[src/rtl/sdram_rw_sched.sv]
// -----------------------------------------------------------------------------
// sdram_rw_sched
//
// Request scheduler placed in front of sdram_control. Level write/read burst
// requests from the port-side FIFO logic are arbitrated round-robin. Each grant
// produces a single-cycle Wr or Rd command pulse. Independent write and read
// address pointers auto-increment by one burst per completed transfer, with
// column -> row -> wrap rollover. A burst counts as complete when the
// controller's data-valid window has been seen and has closed again.
//
// Optional feature macro: SDRAM_SCHED_TIMEOUT_EN
//   defined   : a watchdog counts WAIT cycles. When it reaches TIMEOUT, the
//               FSM abandons the burst, sets sticky Timeout_err and leaves
//               the pointer alone so the same address is retried.
//   undefined : no watchdog, WAIT lasts until completion, Timeout_err = 0.
//
// Ports
//   Clk            system clock (single domain)
//   Rst_n          asynchronous active-low reset
//   Wr_req         write burst pending (level)
//   Rd_req         read burst pending (level)
//   Wr_bank        bank used for write bursts
//   Rd_bank        bank used for read bursts
//   Addr_clr       clear both pointers (honoured in IDLE only)
//   Wr_data_vaild  controller write data window
//   Rd_data_vaild  controller read data window
//   Wr / Rd        one-cycle command pulses
//   Caddr/Raddr/Baddr  column / row / bank of the burst being issued
//   Wr_done/Rd_done    one-cycle burst completion pulses
//   Busy           FSM not in IDLE
//   Timeout_err    sticky watchdog flag
// -----------------------------------------------------------------------------
module sdram_rw_sched #(
    parameter int ASIZE   = 12,
    parameter int BSIZE   = 2,
    parameter int BL      = 8,
    parameter int COL_MAX = 512,
    parameter int ROW_MAX = 4096,
    parameter int TIMEOUT = 255
) (
    input  logic             Clk,
    input  logic             Rst_n,
    input  logic             Wr_req,
    input  logic             Rd_req,
    input  logic [BSIZE-1:0] Wr_bank,
    input  logic [BSIZE-1:0] Rd_bank,
    input  logic             Addr_clr,
    input  logic             Wr_data_vaild,
    input  logic             Rd_data_vaild,
    output logic             Wr,
    output logic             Rd,
    output logic [ASIZE-1:0] Caddr,
    output logic [ASIZE-1:0] Raddr,
    output logic [BSIZE-1:0] Baddr,
    output logic             Wr_done,
    output logic             Rd_done,
    output logic             Busy,
    output logic             Timeout_err
);

    localparam logic [ASIZE-1:0] COL_STEP = ASIZE'(BL);
    localparam logic [ASIZE-1:0] COL_LAST = ASIZE'(COL_MAX - BL);
    localparam logic [ASIZE-1:0] ROW_LAST = ASIZE'(ROW_MAX - 1);
    localparam logic [ASIZE-1:0] ROW_ONE  = ASIZE'(1);

    // Pointer index 0 is the write pointer, index 1 the read pointer.
    localparam int PW = 0;
    localparam int PR = 1;

    typedef enum logic [2:0] {
        S_IDLE,
        S_WR_ISSUE,
        S_WR_WAIT,
        S_RD_ISSUE,
        S_RD_WAIT
    } state_t;

    state_t             state_q, state_d;
    logic               seen_q, seen_d;
    logic               last_wr_q, last_wr_d;   // 1: last served burst was a write
    logic               wr_q, wr_d;
    logic               rd_q, rd_d;
    logic               wr_done_q, wr_done_d;
    logic               rd_done_q, rd_done_d;
    logic [ASIZE-1:0]   caddr_q, caddr_d;
    logic [ASIZE-1:0]   raddr_q, raddr_d;
    logic [BSIZE-1:0]   baddr_q, baddr_d;

    logic [ASIZE-1:0]   col_q   [2];
    logic [ASIZE-1:0]   col_d   [2];
    logic [ASIZE-1:0]   row_q   [2];
    logic [ASIZE-1:0]   row_d   [2];
    logic [ASIZE-1:0]   col_adv [2];
    logic [ASIZE-1:0]   row_adv [2];

    logic               in_wait;
    logic               wait_valid;
    logic               complete;
    logic               expire;

    // -------------------------------------------------------------------------
    // Address pointers: advance value and storage for each direction
    // -------------------------------------------------------------------------
    generate
        for (genvar gi = 0; gi < 2; gi++) begin : g_ptr
            logic col_wrap;

            assign col_wrap     = (col_q[gi] == COL_LAST);
            assign col_adv[gi]  = col_wrap ? '0 : col_q[gi] + COL_STEP;
            assign row_adv[gi]  = !col_wrap              ? row_q[gi] :
                                  (row_q[gi] == ROW_LAST) ? '0        :
                                                            row_q[gi] + ROW_ONE;

            always_ff @(posedge Clk or negedge Rst_n) begin
                if (!Rst_n) begin
                    col_q[gi] <= '0;
                    row_q[gi] <= '0;
                end else begin
                    col_q[gi] <= col_d[gi];
                    row_q[gi] <= row_d[gi];
                end
            end
        end
    endgenerate

    // -------------------------------------------------------------------------
    // Completion detection. The valid window must have been seen in WAIT and
    // then be sampled low; a valid already high during ISSUE is ignored
    // because seen is only ever set from a WAIT state.
    // -------------------------------------------------------------------------
    assign in_wait    = (state_q == S_WR_WAIT) || (state_q == S_RD_WAIT);
    assign wait_valid = (state_q == S_WR_WAIT) ? Wr_data_vaild : Rd_data_vaild;
    assign complete   = in_wait && seen_q && !wait_valid;

    // -------------------------------------------------------------------------
    // Next-state / next-output logic
    // -------------------------------------------------------------------------
    always_comb begin
        state_d   = state_q;
        seen_d    = seen_q;
        last_wr_d = last_wr_q;
        wr_d      = 1'b0;
        rd_d      = 1'b0;
        wr_done_d = 1'b0;
        rd_done_d = 1'b0;
        caddr_d   = caddr_q;
        raddr_d   = raddr_q;
        baddr_d   = baddr_q;
        col_d     = col_q;
        row_d     = row_q;

        case (state_q)
            S_IDLE: begin
                seen_d = 1'b0;
                if (Addr_clr) begin
                    // Clearing takes the whole cycle; the issued address
                    // registers keep showing the previous burst.
                    col_d[PW] = '0;
                    row_d[PW] = '0;
                    col_d[PR] = '0;
                    row_d[PR] = '0;
                end else if (Wr_req && (!Rd_req || !last_wr_q)) begin
                    state_d = S_WR_ISSUE;
                    wr_d    = 1'b1;
                    caddr_d = col_q[PW];
                    raddr_d = row_q[PW];
                    baddr_d = Wr_bank;
                end else if (Rd_req) begin
                    state_d = S_RD_ISSUE;
                    rd_d    = 1'b1;
                    caddr_d = col_q[PR];
                    raddr_d = row_q[PR];
                    baddr_d = Rd_bank;
                end
            end

            S_WR_ISSUE: state_d = S_WR_WAIT;
            S_RD_ISSUE: state_d = S_RD_WAIT;

            S_WR_WAIT, S_RD_WAIT: begin
                if (complete) begin
                    if (state_q == S_WR_WAIT) begin
                        col_d[PW] = col_adv[PW];
                        row_d[PW] = row_adv[PW];
                        wr_done_d = 1'b1;
                        last_wr_d = 1'b1;
                    end else begin
                        col_d[PR] = col_adv[PR];
                        row_d[PR] = row_adv[PR];
                        rd_done_d = 1'b1;
                        last_wr_d = 1'b0;
                    end
                    seen_d  = 1'b0;
                    state_d = S_IDLE;
                end else if (expire) begin
                    // Abandon the burst without touching the pointer so the
                    // same address is retried on the next grant.
                    seen_d  = 1'b0;
                    state_d = S_IDLE;
                end else if (wait_valid) begin
                    seen_d = 1'b1;
                end
            end

            default: state_d = S_IDLE;
        endcase
    end

    // -------------------------------------------------------------------------
    // FSM and registered outputs
    // -------------------------------------------------------------------------
    always_ff @(posedge Clk or negedge Rst_n) begin
        if (!Rst_n) begin
            state_q   <= S_IDLE;
            seen_q    <= 1'b0;
            last_wr_q <= 1'b0;
            wr_q      <= 1'b0;
            rd_q      <= 1'b0;
            wr_done_q <= 1'b0;
            rd_done_q <= 1'b0;
            caddr_q   <= '0;
            raddr_q   <= '0;
            baddr_q   <= '0;
        end else begin
            state_q   <= state_d;
            seen_q    <= seen_d;
            last_wr_q <= last_wr_d;
            wr_q      <= wr_d;
            rd_q      <= rd_d;
            wr_done_q <= wr_done_d;
            rd_done_q <= rd_done_d;
            caddr_q   <= caddr_d;
            raddr_q   <= raddr_d;
            baddr_q   <= baddr_d;
        end
    end

    // -------------------------------------------------------------------------
    // Watchdog
    // -------------------------------------------------------------------------
`ifdef SDRAM_SCHED_TIMEOUT_EN
    localparam int               CNT_W   = (TIMEOUT < 2) ? 1 : $clog2(TIMEOUT);
    localparam logic [CNT_W-1:0] CNT_ONE = CNT_W'(1);

    logic [CNT_W-1:0] wd_cnt_q, wd_cnt_d;
    logic             err_q, err_d;

    // The counter holds the number of WAIT cycles already spent; the limit is
    // reached on the edge that would take it to TIMEOUT.
    assign expire = (wd_cnt_q == CNT_W'(TIMEOUT - 1));

    always_comb begin
        wd_cnt_d = wd_cnt_q;
        err_d    = err_q;
        if ((state_q == S_WR_ISSUE) || (state_q == S_RD_ISSUE)) begin
            wd_cnt_d = '0;
        end else if (in_wait) begin
            wd_cnt_d = wd_cnt_q + CNT_ONE;
        end
        if (in_wait && !complete && expire) begin
            err_d = 1'b1;
        end
    end

    always_ff @(posedge Clk or negedge Rst_n) begin
        if (!Rst_n) begin
            wd_cnt_q <= '0;
            err_q    <= 1'b0;
        end else begin
            wd_cnt_q <= wd_cnt_d;
            err_q    <= err_d;
        end
    end

    assign Timeout_err = err_q;
`else
    // TIMEOUT only matters when the watchdog is built in.
    logic unused_timeout;
    assign unused_timeout = ^(32'(TIMEOUT));

    assign expire      = 1'b0;
    assign Timeout_err = 1'b0;
`endif

    // -------------------------------------------------------------------------
    // Outputs
    // -------------------------------------------------------------------------
    assign Wr      = wr_q;
    assign Rd      = rd_q;
    assign Caddr   = caddr_q;
    assign Raddr   = raddr_q;
    assign Baddr   = baddr_q;
    assign Wr_done = wr_done_q;
    assign Rd_done = rd_done_q;
    assign Busy    = (state_q != S_IDLE);

endmodule
[config.mk]
export PLATFORM = sky130hd
export DESIGN_NAME = sdram_rw_sched
export DESIGN_NICKNAME = d
export VERILOG_FILES = /design/src/rtl/sdram_rw_sched.sv
export SDC_FILE = /design/constraint.sdc
export NUM_CORES = 1
export LEC_CHECK = 0
export BUFFER_PORTS_ARGS = -buffer_cell sky130_fd_sc_hd__buf_2
export CAP_MARGIN = 20
export CORE_ASPECT_RATIO = 1.4
export CORE_MARGIN = 2
export CORE_UTILIZATION = 54
export CTS_CLUSTER_SIZE = 16
export DETAILED_ROUTE_END_ITERATION = 12
export HOLD_SLACK_MARGIN = 0.06
export PLACE_DENSITY = 0.87
export SLEW_MARGIN = 20
export SYNTH_ARGS = -nofsm -noshare
export SYNTH_HDL_FRONTEND = slang
export SYNTH_SLANG_ARGS = --single-unit
[constraint.sdc]
create_clock -name Clk -period 3.5 [get_ports Clk]
set_input_delay 0 -clock Clk [delete_from_list [all_inputs] [get_ports Clk]]
set_output_delay 0 -clock Clk [all_outputs]
set_load 0.02 [all_outputs]
Yosys cells after proc, flatten, opt, wreduce, memory -nomap -nowiden
Index checks and enable logic that the tools add are counted.
Word-level totals
  logic and storage cells: 100
  output and inout port bits: 32
  register bits after elaboration: 83
Operators by class
  eq/ne operators: 17
  bitwise gates (word level): 1
  reduce and logical (&&, ||, !) cells: 21
  $add $sub $neg: 4
  multiplexer cells: 43
Operator list (number)
  12-bit 2-to-1 mux: 14
  24-bit one-hot mux with 2 select lines: 2
  24-bit 2-to-1 mux: 3
  12-bit by 1-bit adder with 12-bit output (second input constant): 2
  12-bit by 4-bit adder with 12-bit output (second input constant): 2
  12-bit == test (second input constant): 2
  12-bit by 9-bit == test with 1-bit output (second input constant): 2
  1-bit 2-to-1 mux: 16
  2-bit inequality test (second input constant): 7
  3-bit 2-to-1 mux: 4
  3-bit one-hot mux with 4 select lines: 1
  5-bit AND reduction: 2
  4-bit AND reduction: 2
  3-bit by 2-bit == test with 1-bit output (second input constant): 2
  3-bit inequality test (second input constant): 2
  3-bit AND reduction: 2
  2-bit 2-to-1 mux: 2
  2-bit AND reduction: 2
  2-bit nonzero test: 2
  3-bit by 1-bit == test with 1-bit output (second input constant): 1
  3-bit == test (second input constant): 1
  1-bit logical AND: 3
  1-bit zero test: 3
  3-bit zero test: 1
  5 further kinds: 6

Depth between registers and ports, before layout
Gate-level depths: netlist of the first run.
  depth in word-level cells: 6
  depth in mapped cells: 7

Least setup slack after synthesis of the first run
OpenSTA, ideal clock, no wires.
  path type: flip-flop to flip-flop
  from: register col_q[21] (netlist bit)
  to: register row_q[16] (netlist bit)
  data arrival time: 1.797 ns
  path slack: 1.577 ns
  clock period less this slack: 1.923 ns
  buffers on the path: 1
  stages on the path, launching flop included: 6
  cells stage by stage: dfrtp_1 or3_1 or3_4 a21o_1 buf_6 a221o_1
Between the ends
  cells in the longest elaborated chain, start to end: 3
Ends and longest elaborated chain
  start: declaration: RTL line 89  | logic [ASIZE-1:0] col_q [2];
  start signal: indexed assignment: RTL line 119  | col_q[gi] <= col_d[gi];
  12-bit by 9-bit == test with 1-bit output: RTL line 108  | assign col_wrap = (col_q[gi] == COL_LAST);
  2-bit inequality test (no line)
  5-bit AND reduction (no line)
  end signal: indexed assignment: RTL line 120  | row_q[gi] <= row_d[gi];
  end: declaration: RTL line 91  | logic [ASIZE-1:0] row_q [2];
Every way passes these cells.
A chain may end at the register's enable or synchronous reset.

Worst setup path after layout of the first run
  from: register state_q[1]
  to: register row_q[2] (netlist bit)
Between the ends
  cells in the longest elaborated chain, start to end: 6
Ends and longest elaborated chain
  start: declaration: RTL line 78  | state_t state_q, state_d;
  start signal: assignment: RTL line 225  | state_q <= state_d;
  3-bit by 2-bit == test with 1-bit output / 3-bit == test (equally long branches)
  1-bit 2-to-1 mux / 1-bit logical OR (equally long branches): RTL line 132, 131
  1-bit zero test / 1-bit logical AND (equally long branches): RTL line 133  | assign complete = in_wait && seen_q && !wait_valid;
  1-bit logical AND: RTL line 133
  2-bit inequality test (no line)
  5-bit AND reduction (no line)
Parallel ways exist; a longest one is shown, timed or not.

==> results of run 1 <==
layout make-up:
| type | count | area (sq um) |
|---|---|---|
| repair buffers | 49 | 295 |
| flip-flops and latches | 74 | 1850 |
| inverters | 8 | 30.0 |
| multi-input cells | 309 | 1800 |
| clock inverters | 3 | 40.0 |
| fillers | 549 | 2610 |
| well taps | 95 | 119 |
| clock buffers | 13 | 139 |
final timing paths:
check,start,endpoint,depth (start not counted)
hold reg to reg,Caddr[6],Caddr[6],2
max in group asynchronous,Rst_n,row_q[12],3
setup / recovery,state_q[1],row_q[2],5
setup reg to reg,state_q[1],row_q[2],5
hold / removal,Wr_req,state_q[1],5
min in group asynchronous,Rst_n,Caddr[5],2
metrics by stage:
step | hold slack (ps) | instance area (sq um) | std cells
floorplan | -296 | 3800 | 416
global placement | 118 | 4010 | 526
detailed placement | 129 | 4010 | 526
CTS | 222 | 4280 | 551
global route | 271 | 4280 | 551
finish | 218 | 4280 | 551
power by group:
part           switching (mW)  internal, mW
Sequential              0.184          1.05
Combinational           0.753         0.391
Clock                   0.311         0.329
Total                    1.25          1.77
registers in the layout (all words and copies together) (netlist names):
signal,count
row_q,24
col_q,18
Raddr,12
Caddr,9
state_q,3
Baddr,2
Rd,1
Rd_done,1
Wr,1
Wr_done,1
last_wr_q,1
seen_q,1
worst max-delay path, delay by kind of cell (launching register included):
family,cells,cell delay (ps)
compound gates,4,1470
simple gates,1,210
flops,1,570
per-layer routing:
layer	track usage, %	wire [microns]	vias to the layer above
met5	0	0	-
met4	11.5	128	0
met3	3.71	354	9
met2	39.4	4480	123
met1	31.5	3850	1606
li1	-	-	1557
placed cells by master (no fill, tap or decap), types with 6 or more instances in the layout:
cell type and n:
nor3_1 9, clkbuf_8 9, dlygate4sd3_1 9, inv_1 8, nand4_1 11, mux2i_1 22
nand3_1 24, a21oi_1 38, or3_1 8, buf_2 38, a31oi_1 6, nand2_1 27
dfrtp_1 74, o21ai_0 41, nor2_1 54
what timing repair did:
item,CTS,global route
setup buffers,0,0
hold buffers,9,0
endpoints found under the hold margin,42,0
logic make-up after synthesis:
group                    after synthesis  share of synthesized area (%)
AO/OA/AOI/OAI                        116                           18.1
XOR/XNOR                               1                          0.231
adder cells (fa/ha/maj)                4                           1.32
buffers and inverters                 33                           4.07
flip-flops                            74                           48.9
multiplexers                          25                           6.71
other                                  1                         0.0991
AND/OR/NAND/NOR                      159                           20.6
==> qor.txt, run 1 <==
Max cap viols: 0
Post-Place Worst Slack: 1290 ps
Initial DRC count: 384
# nets final: 466
Number of diodes: 0
CP arrival: 2610 ps
CTS Sinks: 74
CTS max path bufs: 2
Residual DRC: 0
Top post-synthesis cells by area: dfrtp_1, mux2i_1, nor2_1
Starting Density: 54.9%
Initial antenna violation count: 0
H-tree levels: 3
Die width: 74.8 microns
Crit Path Class: register to register
Die area: 7700 sq um
Avg Vias per Cell: 5.98
Relative slew slack: 27.6%
Clk_lat worst skew: 350 ps
Root buffer cell: clkbuf_8
Fin crit period: 2400 ps
Yosys synthesis warning count: 0
Worst min path class: primary input to register
R2R Setup Slk: 1100 ps
Synthesized area: 3780 sq um
First-pass iteration count of the detailed router: 5
Ys flop type: dfrtp_1
Worst setup SP type: register
CTS tree: done
Most used cell, CP: o21ai_0
Worst-path fanout max: 22
Setup TNS: 0 ps
DRT antenna net count: 0
Fin. Hold Viols: 0
Final wirelength: 8820 microns
First-pass GRT wire length: 14200 microns
Status: finished, final reports clean
Actual slew at the worst max-slew pin: 1080 ps
Synth cell types: 49
Clock Skew: 5.83 ps
Count leader, synth: dfrtp_1
Die Y: 103 microns
Post-route setup slack: 1100 ps
Fmax achieved: 417 MHz
Final core utilization: 62.1%
Yosys top cell by area: dfrtp_1
RSZ-0062 raised after global routing: no
Post-CTS Resized: 0
Max VDD drop: 0.343 mV
WP data required: 3710 ps
CP max stage delay: 620 ps
Core area: 6890 sq um
Clk slew on worst S/H paths: 80 ps
DP Wirelength: 5940 microns
Grt total ovfl: 0
Row count: 36
Total Power: 3.02 mW
Vias in the first global route: 2996
Synthesized instance count: 413
Crit end category: register
Vias post-DR: 3295
Top cells by instance count after synthesis: dfrtp_1, nor2_1, o21ai_0
Slowest-stage cell, CP: a21o_1
Period utilisation layout: 68.5%
Number of flops mapped to enable cells by yosys: 0
IO buf count: 38
Largest net degree at the start of global routing: 48
IO Pins: 43
Yosys top cell area share: 48.9%
Drt wl/cell: 16.0 microns
Synth-to-layout area growth: 13.1%
RD Place Congestion: 0.859
Pleak: 1.87 nW
PD cells: 706 nW/um^2
Setup violators final: 0
Cell Chain, Critical Path: nand2b_1 > a21o_1 > o21bai_1 > o21ai_0 > o21ai_0
Share of layout cells above drive strength 1: 13.4%
Total GRT Usage: 24.2%
Post-synthesis sequential area ratio: 48.9%
Max-slew violations: 0
Share of flip-flops with an asynchronous set or reset: 100%
CTS Buf Count: 9
Seq cells post-synth: 74
Mapped Avg Cell Area: 9.16 sq um
Power figures use the tool's default switching activity.
==> run 2: changes to the inputs <==
--- a/config.mk
+++ b/config.mk
@@ -9,11 +9,11 @@
 export CAP_MARGIN = 20
 export CORE_ASPECT_RATIO = 1.4
 export CORE_MARGIN = 2
-export CORE_UTILIZATION = 54
+export CORE_UTILIZATION = 53
 export CTS_CLUSTER_SIZE = 16
 export DETAILED_ROUTE_END_ITERATION = 12
 export HOLD_SLACK_MARGIN = 0.06
-export PLACE_DENSITY = 0.87
+export PLACE_DENSITY = 0.88
 export SLEW_MARGIN = 20
 export SYNTH_ARGS = -nofsm -noshare
 export SYNTH_HDL_FRONTEND = slang
==> constraint.sdc (replaced) <==
create_clock -name Clk -period 2.2 [get_ports Clk]
set_input_delay 0 -clock Clk [delete_from_list [all_inputs] [get_ports Clk]]
set_output_delay 0 -clock Clk [all_outputs]
set_load 0.02 [all_outputs]
==> run 2 against run 1 <==
Sequential share of layout area decreased by 1.3 points. Highest routed layer unchanged. Non-clock buffer count increased by 16. Fmax increased by 16%. Worst setup slack got worse by 970 ps. Clock-buffer cell count increased by 1. Design area increased by 3.2%. Cell count increased by 2.9%. Total power increased by 64%. Wire length increased by 2.9%. Critical endpoint is now row_q[15].
==> qor.txt, run 2 (synthesis results as in run 1) <==
Worst-path fanout max: 13 (-41%)
First-pass GRT wire length: 14900 microns (+5.4%)
R2R cell count: 5 (unchanged)
CP max stage delay: 430 ps (-190 ps)
Final wirelength: 9070 microns (+2.9%)
Worst setup SP type: register
# placed instances: 542 (+3.0%)
Clk slew on worst S/H paths: 80 ps (about the same)
Post-CTS Resized: 0 (unchanged)
Final instance area: 4420 sq um (+3.2%)
Vias post-DR: 3357 (+1.9%)
First-pass iteration count of the detailed router: 6 (+1)
Residual DRC: 0 (unchanged)
Largest net degree at the start of global routing: 75 (+56%)
Grt total ovfl: 0 (unchanged)
Total GRT Usage: 24.7% (+0.46 points)
Max cap viols: 0 (unchanged)
Max-slew violations: 0 (unchanged)
Fin crit period: 2070 ps (-331 ps)
Fin. Hold Viols: 0 (unchanged)
Max reg flops: 24 (unchanged)
Setup TNS: 0 ps (unchanged)
Avg Vias per Cell: 5.92 (-0.99%)
Reg2Reg Launch Point: col_q[21]
Cell Chain, Critical Path: or3_1 > or3_4 > a21o_1 > o21a_1 > a31o_2
RSZ-0062 raised after global routing: no
Die Y: 104 microns (+0.90%)
Root buffer cell: clkbuf_8
Setup violators final: 0 (unchanged)
Commonest non-fill, non-tap cell in the layout: dfrtp_1
Biggest register: row_q
Initial DRC count: 326 (-15%)
Pleak: 1.95 nW (+4.6%)
Clock Skew: 7.13 ps (+1.30 ps)
Status: finished, final reports clean
Die width: 75.4 microns (+0.89%)
Fmax achieved: 484 MHz (+16%)
R2R Setup Slk: 130 ps (-970 ps)
CTS max path bufs: 2 (unchanged)
Share of layout cells above drive strength 1: 16.7% (+3.4 points)
Total Power: 4.94 mW (+64%)
Critical hold path startpoint: Wr_req
IO buf count: 38 (unchanged)
Placed Area: 4140 sq um (+3.3%)
DP Wirelength: 6050 microns (+1.8%)
Clk_lat worst skew: 370 ps (+20 ps)
Vias in the first global route: 3211 (+7.2%)
Synth-to-layout area growth: 16.7%
RD Place Congestion: 0.866 (+0.80%)
Die area: 7840 sq um (+1.8%)
CTS Sinks: 74 (unchanged)
Slowest-stage cell, CP: dfrtp_1
CTS tree: done
Actual slew at the worst max-slew pin: 936 ps (-147 ps)
Initial antenna violation count: 0 (unchanged)
Max VDD drop: 0.512 mV (+50%)
Core area: 6940 sq um (+0.65%)
Number of diodes: 0 (unchanged)
Crit Path Class: register to register
CTS Buf Count: 9 (unchanged)
Non-Filler Instances: 567 (+2.9%)
CP arrival: 2320 ps (-290 ps)
Crit end category: register
Period utilisation layout: 93.9% (+25 points)
# nets final: 482 (+3.4%)
PD cells: 1120 nW/um^2 (+58%)
Hold endpoint: state_q[1]
Post-CTS Hold Fix Bufs: 9 (unchanged)
Row count: 36 (unchanged)
Post-CTS Setup Inserts: 0 (unchanged)
Final core utilization: 63.7% (+1.6 points)
Worst min path class: primary input to register
Fillers: 588 (+7.1%)
FF-to-FF End: row_q[15]
Starting Density: 54.6% (-0.36 points)
H-tree levels: 3 (unchanged)
Relative slew slack: 37.6% (+10 points)
DRT antenna net count: 0 (unchanged)
Commonest non-fill, non-tap cells in the layout: dfrtp_1, nor2_1, o21ai_0
Worst hold path depth: 5 (unchanged)
IO Pins: 43 (unchanged)
Drt wl/cell: 16.0 microns (about the same)
WP data required: 2460 ps (-1250 ps)
-- run 2: cell types whose count changed in the layout (fill, tap and decap cells not counted) --
cell       delta
buf_12        +1
clkbuf_1      -2
bufinv_16     -1
buf_4        +15
clkbuf_8      +3
-- run 2: where the power goes --
part	switching (mW)	leakage [nW]	internal [mW]
Sequential	0.287	0.964	1.68
Clock	0.509	0.0965	0.500
Combinational	1.24	0.894	0.730
Total	2.03	1.95	2.91
-- run 2: how the worst max path moves through the flow --
stage,cells past startpoint,endpoint,from
6_report,5,row_q[15],col_q[21]
5_1_grt,6,row_q[9],row_q[0]
4_1_cts,5,row_q[15],col_q[21]
3_5_place_dp,5,row_q[17],col_q[21]
3_3_place_gp,5,row_q[15],col_q[21]
2_1_floorplan,5,row_q[16],col_q[21]
-- run 2: stage by stage --
step	setup slack [ps]	hold slack [ps]
after floorplan	277	-296
after global placement	195	229
after detailed placement	150	230
after CTS	142	166
after global routing	36.3	214
final	135	157
-- run 2: critical path, delay by kind of cell, from the launching register on --
kind | cells | cell delay [ps]
AOI/OAI and AO/OA | 3 | 770
and+or+nand+nor | 2 | 750
DFF | 1 | 430
-- run 2: routing by layer --
metal  GRT usage (%)  part of all wire [%]  vias up
li1                -                     -     1597
met2            37.2                    51      125
met3            3.20                   4.6       19
met5               0                     0        -
met1            33.1                    42     1616
met4            14.9                   3.0        0
-- run 2: layout make-up --
| type | count | area, sq um | share of cell area, % |
|---|---|---|---|
| Clock buffer | 14 | 173 | 3.91 |
| Clock inverter | 2 | 10.0 | 0.227 |
| Tap cell | 95 | 119 | 2.69 |
| Sequential cell | 74 | 1850 | 41.9 |
| Multi-Input combinational cell | 309 | 1800 | 40.9 |
| Timing Repair Buffer | 65 | 428 | 9.69 |
| Inverter | 8 | 30.0 | 0.680 |
==> run 3: changes to the inputs <==
==> config.mk (replaced) <==
export PLATFORM = sky130hd
export DESIGN_NAME = sdram_rw_sched
export DESIGN_NICKNAME = d
export VERILOG_FILES = /design/src/rtl/sdram_rw_sched.sv
export SDC_FILE = /design/constraint.sdc
export NUM_CORES = 1
export LEC_CHECK = 0
export BUFFER_PORTS_ARGS = -buffer_cell sky130_fd_sc_hd__buf_4
export CAP_MARGIN = 20
export CORE_ASPECT_RATIO = 1.4
export CORE_MARGIN = 2
export CORE_UTILIZATION = 35
export CTS_CLUSTER_SIZE = 16
export DETAILED_ROUTE_END_ITERATION = 12
export HOLD_SLACK_MARGIN = 0.06
export PLACE_DENSITY = 0.66
export SLEW_MARGIN = 20
export SYNTH_ARGS = -nofsm -noshare
export SYNTH_HDL_FRONTEND = slang
export SYNTH_SLANG_ARGS = --single-unit
==> run 3 against run 2 <==
Clock-buffer cell count decreased by 2. Clock skew decreased by 1.0 ps. Global-route usage decreased by 8.4 points. Sequential share of layout area decreased by 2.2 points. Combinational power increased by 6%. Register-to-register slack improved by 30 ps. Total power increased by 10%. Flip-flop and latch count unchanged. Core utilization decreased by 19 points. Sequential power about the same. Design area increased by 5.7%. Largest power group unchanged.
==> qor.txt, run 3 (synthesis results as in run 1) <==
RSZ-0062 raised after global routing: no
Post-CTS Resized: 0 (unchanged)
R2R Setup Slk: 160 ps (+30 ps)
First-pass GRT wire length: 15000 microns (+0.65%)
Status: finished, final reports clean
WP data required: 2430 ps (-30 ps)
Reg2Reg Launch Point: col_q[21]
Max reg flops: 24 (unchanged)
Max-slew violations: 0 (unchanged)
Final wirelength: 9070 microns (about the same)
Die area: 11700 sq um (+49%)
Max cap viols: 0 (unchanged)
Max VDD drop: 0.425 mV (-17%)
# nets final: 482 (unchanged)
Grt total ovfl: 0 (unchanged)
CP delay by family, top: simple AND/OR/NAND/NOR gates
CTS Buf Count: 9 (unchanged)
Share of power burned in registers: 36.2% (-3.5 points)
Final core utilization: 44.6% (-19 points)
Fin crit period: 2040 ps (-25.5 ps)
Post-CTS Setup Inserts: 0 (unchanged)
Residual DRC: 0 (unchanged)
Crit end category: register
Post-Place Worst Slack: 169 ps (+19.5 ps)
Initial antenna violation count: 0 (unchanged)
CTS Sinks: 74 (unchanged)
Synth-to-layout area growth: 23.3%
Worst setup SP type: register
Die width: 91.9 microns (+22%)
Actual slew at the worst max-slew pin: 943 ps (+6.89 ps)
Fin. Hold Viols: 0 (unchanged)
Post-route setup slack: 160 ps (+25.5 ps)
H-tree levels: 3 (unchanged)
CP max stage delay: 420 ps (about the same)
Switching share of power: 37.9% (-3.3 points)
Slowest-stage cell, CP: dfrtp_1
Row count: 44 (+22%)
DP Wirelength: 6140 microns (+1.6%)
Hold Slack: 212 ps (+55.5 ps)
Vias in the first global route: 3074 (-4.3%)
Total Power: 5.46 mW (+10%)
Setup TNS: 0 ps (unchanged)
Avg Vias per Cell: 5.38 (-9.1%)
Root buffer cell: clkbuf_16
Setup violators final: 0 (unchanged)
Int Power: 3.39 mW (+17%)
CTS max path bufs: 2 (unchanged)
WP buf/inv: 0 (unchanged)
First-pass iteration count of the detailed router: 6 (unchanged)
Clk slew on worst S/H paths: 60 ps (-20 ps)
Worst-path fanout max: 13 (unchanged)
Relative slew slack: 37.2% (-0.46 points)
RD Place Congestion: 0.880 (+1.5%)
R2R cell count: 5 (unchanged)
Commonest non-fill, non-tap cell in the layout: dfrtp_1
Number of diodes: 0 (unchanged)
CTS tree: done
Worst hold path depth: 5 (unchanged)
Clock power share: 25.5% (+5.1 points)
Clock Skew: 6.12 ps (-1.01 ps)
Cell Chain, Critical Path: or3_1 > or3_4 > a21o_1 > o21a_1 > a31o_2
Worst min path class: primary input to register
FF-to-FF End: row_q[15]
Commonest non-fill, non-tap cells in the layout: dfrtp_1, buf_4, nor2_1
Initial DRC count: 191 (-41%)
DRT antenna net count: 0 (unchanged)
Share of layout cells above drive strength 1: 16.8% (+0.071 points)
Hold endpoint: state_q[1]
Starting Density: 36.2% (-18 points)
Biggest register: row_q
IO buf count: 38 (unchanged)
Combinational share of power: 38.3% (-1.5 points)
Vias post-DR: 3273 (-2.5%)
Net Switching: 2.07 mW (+1.6%)
Pleak: 2.03 nW (+3.7%)
Period utilisation layout: 92.7% (-1.2 points)
Fmax achieved: 490 MHz (+1.2%)
Die Y: 127 microns (+22%)
Fillers: 1022 (+74%)
Total GRT Usage: 16.3% (-8.4 points)
Core area: 10500 sq um (+51%)
CP arrival: 2270 ps (-50 ps)
PD cells: 1170 nW/um^2 (+4.5%)
Crit Path Class: register to register
Clk_lat worst skew: 340 ps (-30 ps)
IO Pins: 43 (unchanged)
Drt wl/cell: 14.9 microns (-6.8%)
Largest net degree at the start of global routing: 75 (unchanged)
Critical hold path startpoint: Wr_req
-- run 3: cell types whose count changed in the layout (fill, tap and decap cells not counted), moves of 2 or more --
cell,change
buf_2,-38
clkbuf_1,-2
clkbuf_8,-9
clkbuf_16,+9
buf_4,+38
-- run 3: worst min-delay path, delay by kind of cell --
family,cells,cell delay [ps]
AOI/OAI and AO/OA,3,300
buffers and inverters,1,80
and+or+nand+nor,1,110
-- run 3: final cells by class --
cell class	count	area, sq um	area share (%)
sequential	74	1850	39.7
inverter	8	30.0	0.644
clock buffer	12	267	5.71
multi-input combinational	309	1810	38.8
timing repair buffer	65	523	11.2
tap	138	173	3.70
clock inverter	2	12.5	0.268
-- run 3: how the worst max path moves through the flow --
stage / cells past startpoint / endpoint / from
2_1_floorplan: 5 / row_q[16] / col_q[21]
3_3_place_gp: 5 / row_q[15] / col_q[21]
3_5_place_dp: 5 / row_q[17] / col_q[21]
4_1_cts: 5 / row_q[15] / col_q[21]
5_1_grt: 6 / row_q[11] / state_q[2]
6_report: 5 / row_q[15] / col_q[21]
-- run 3: power by group through the flow --
stage	registers, mW	logic, mW	clock network (mW)
6_report	1.98	2.09	1.39
5_1_grt	2.03	2.30	1.47
4_1_cts	1.98	2.10	1.41
3_5_place_dp	1.99	2.07	0
3_3_place_gp	1.98	2.05	0
2_1_floorplan	2.17	1.07	0
-- run 3: per-layer routing --
layer | vias to the layer above | GRT usage, % | part of all wire (%)
met5 | - | 0 | 0
met4 | 0 | 7.55 | 2.0
met3 | 10 | 3.18 | 4.2
met2 | 84 | 26.3 | 49
met1 | 1576 | 21.1 | 45
li1 | 1603 | - | -
-- run 3: timing repair --
item,4_1_cts,5_1_grt
endpoints found under the setup margin,0,0
hold buffers,9,0
endpoints found under the hold margin,82,0
-- run 3: metrics by stage --
stage / area [sq um] / cells
global placement: 4300 / 585
floorplan: 3800 / 416
detailed placement: 4300 / 585
CTS: 4670 / 608
finish: 4670 / 608
global route: 4670 / 608
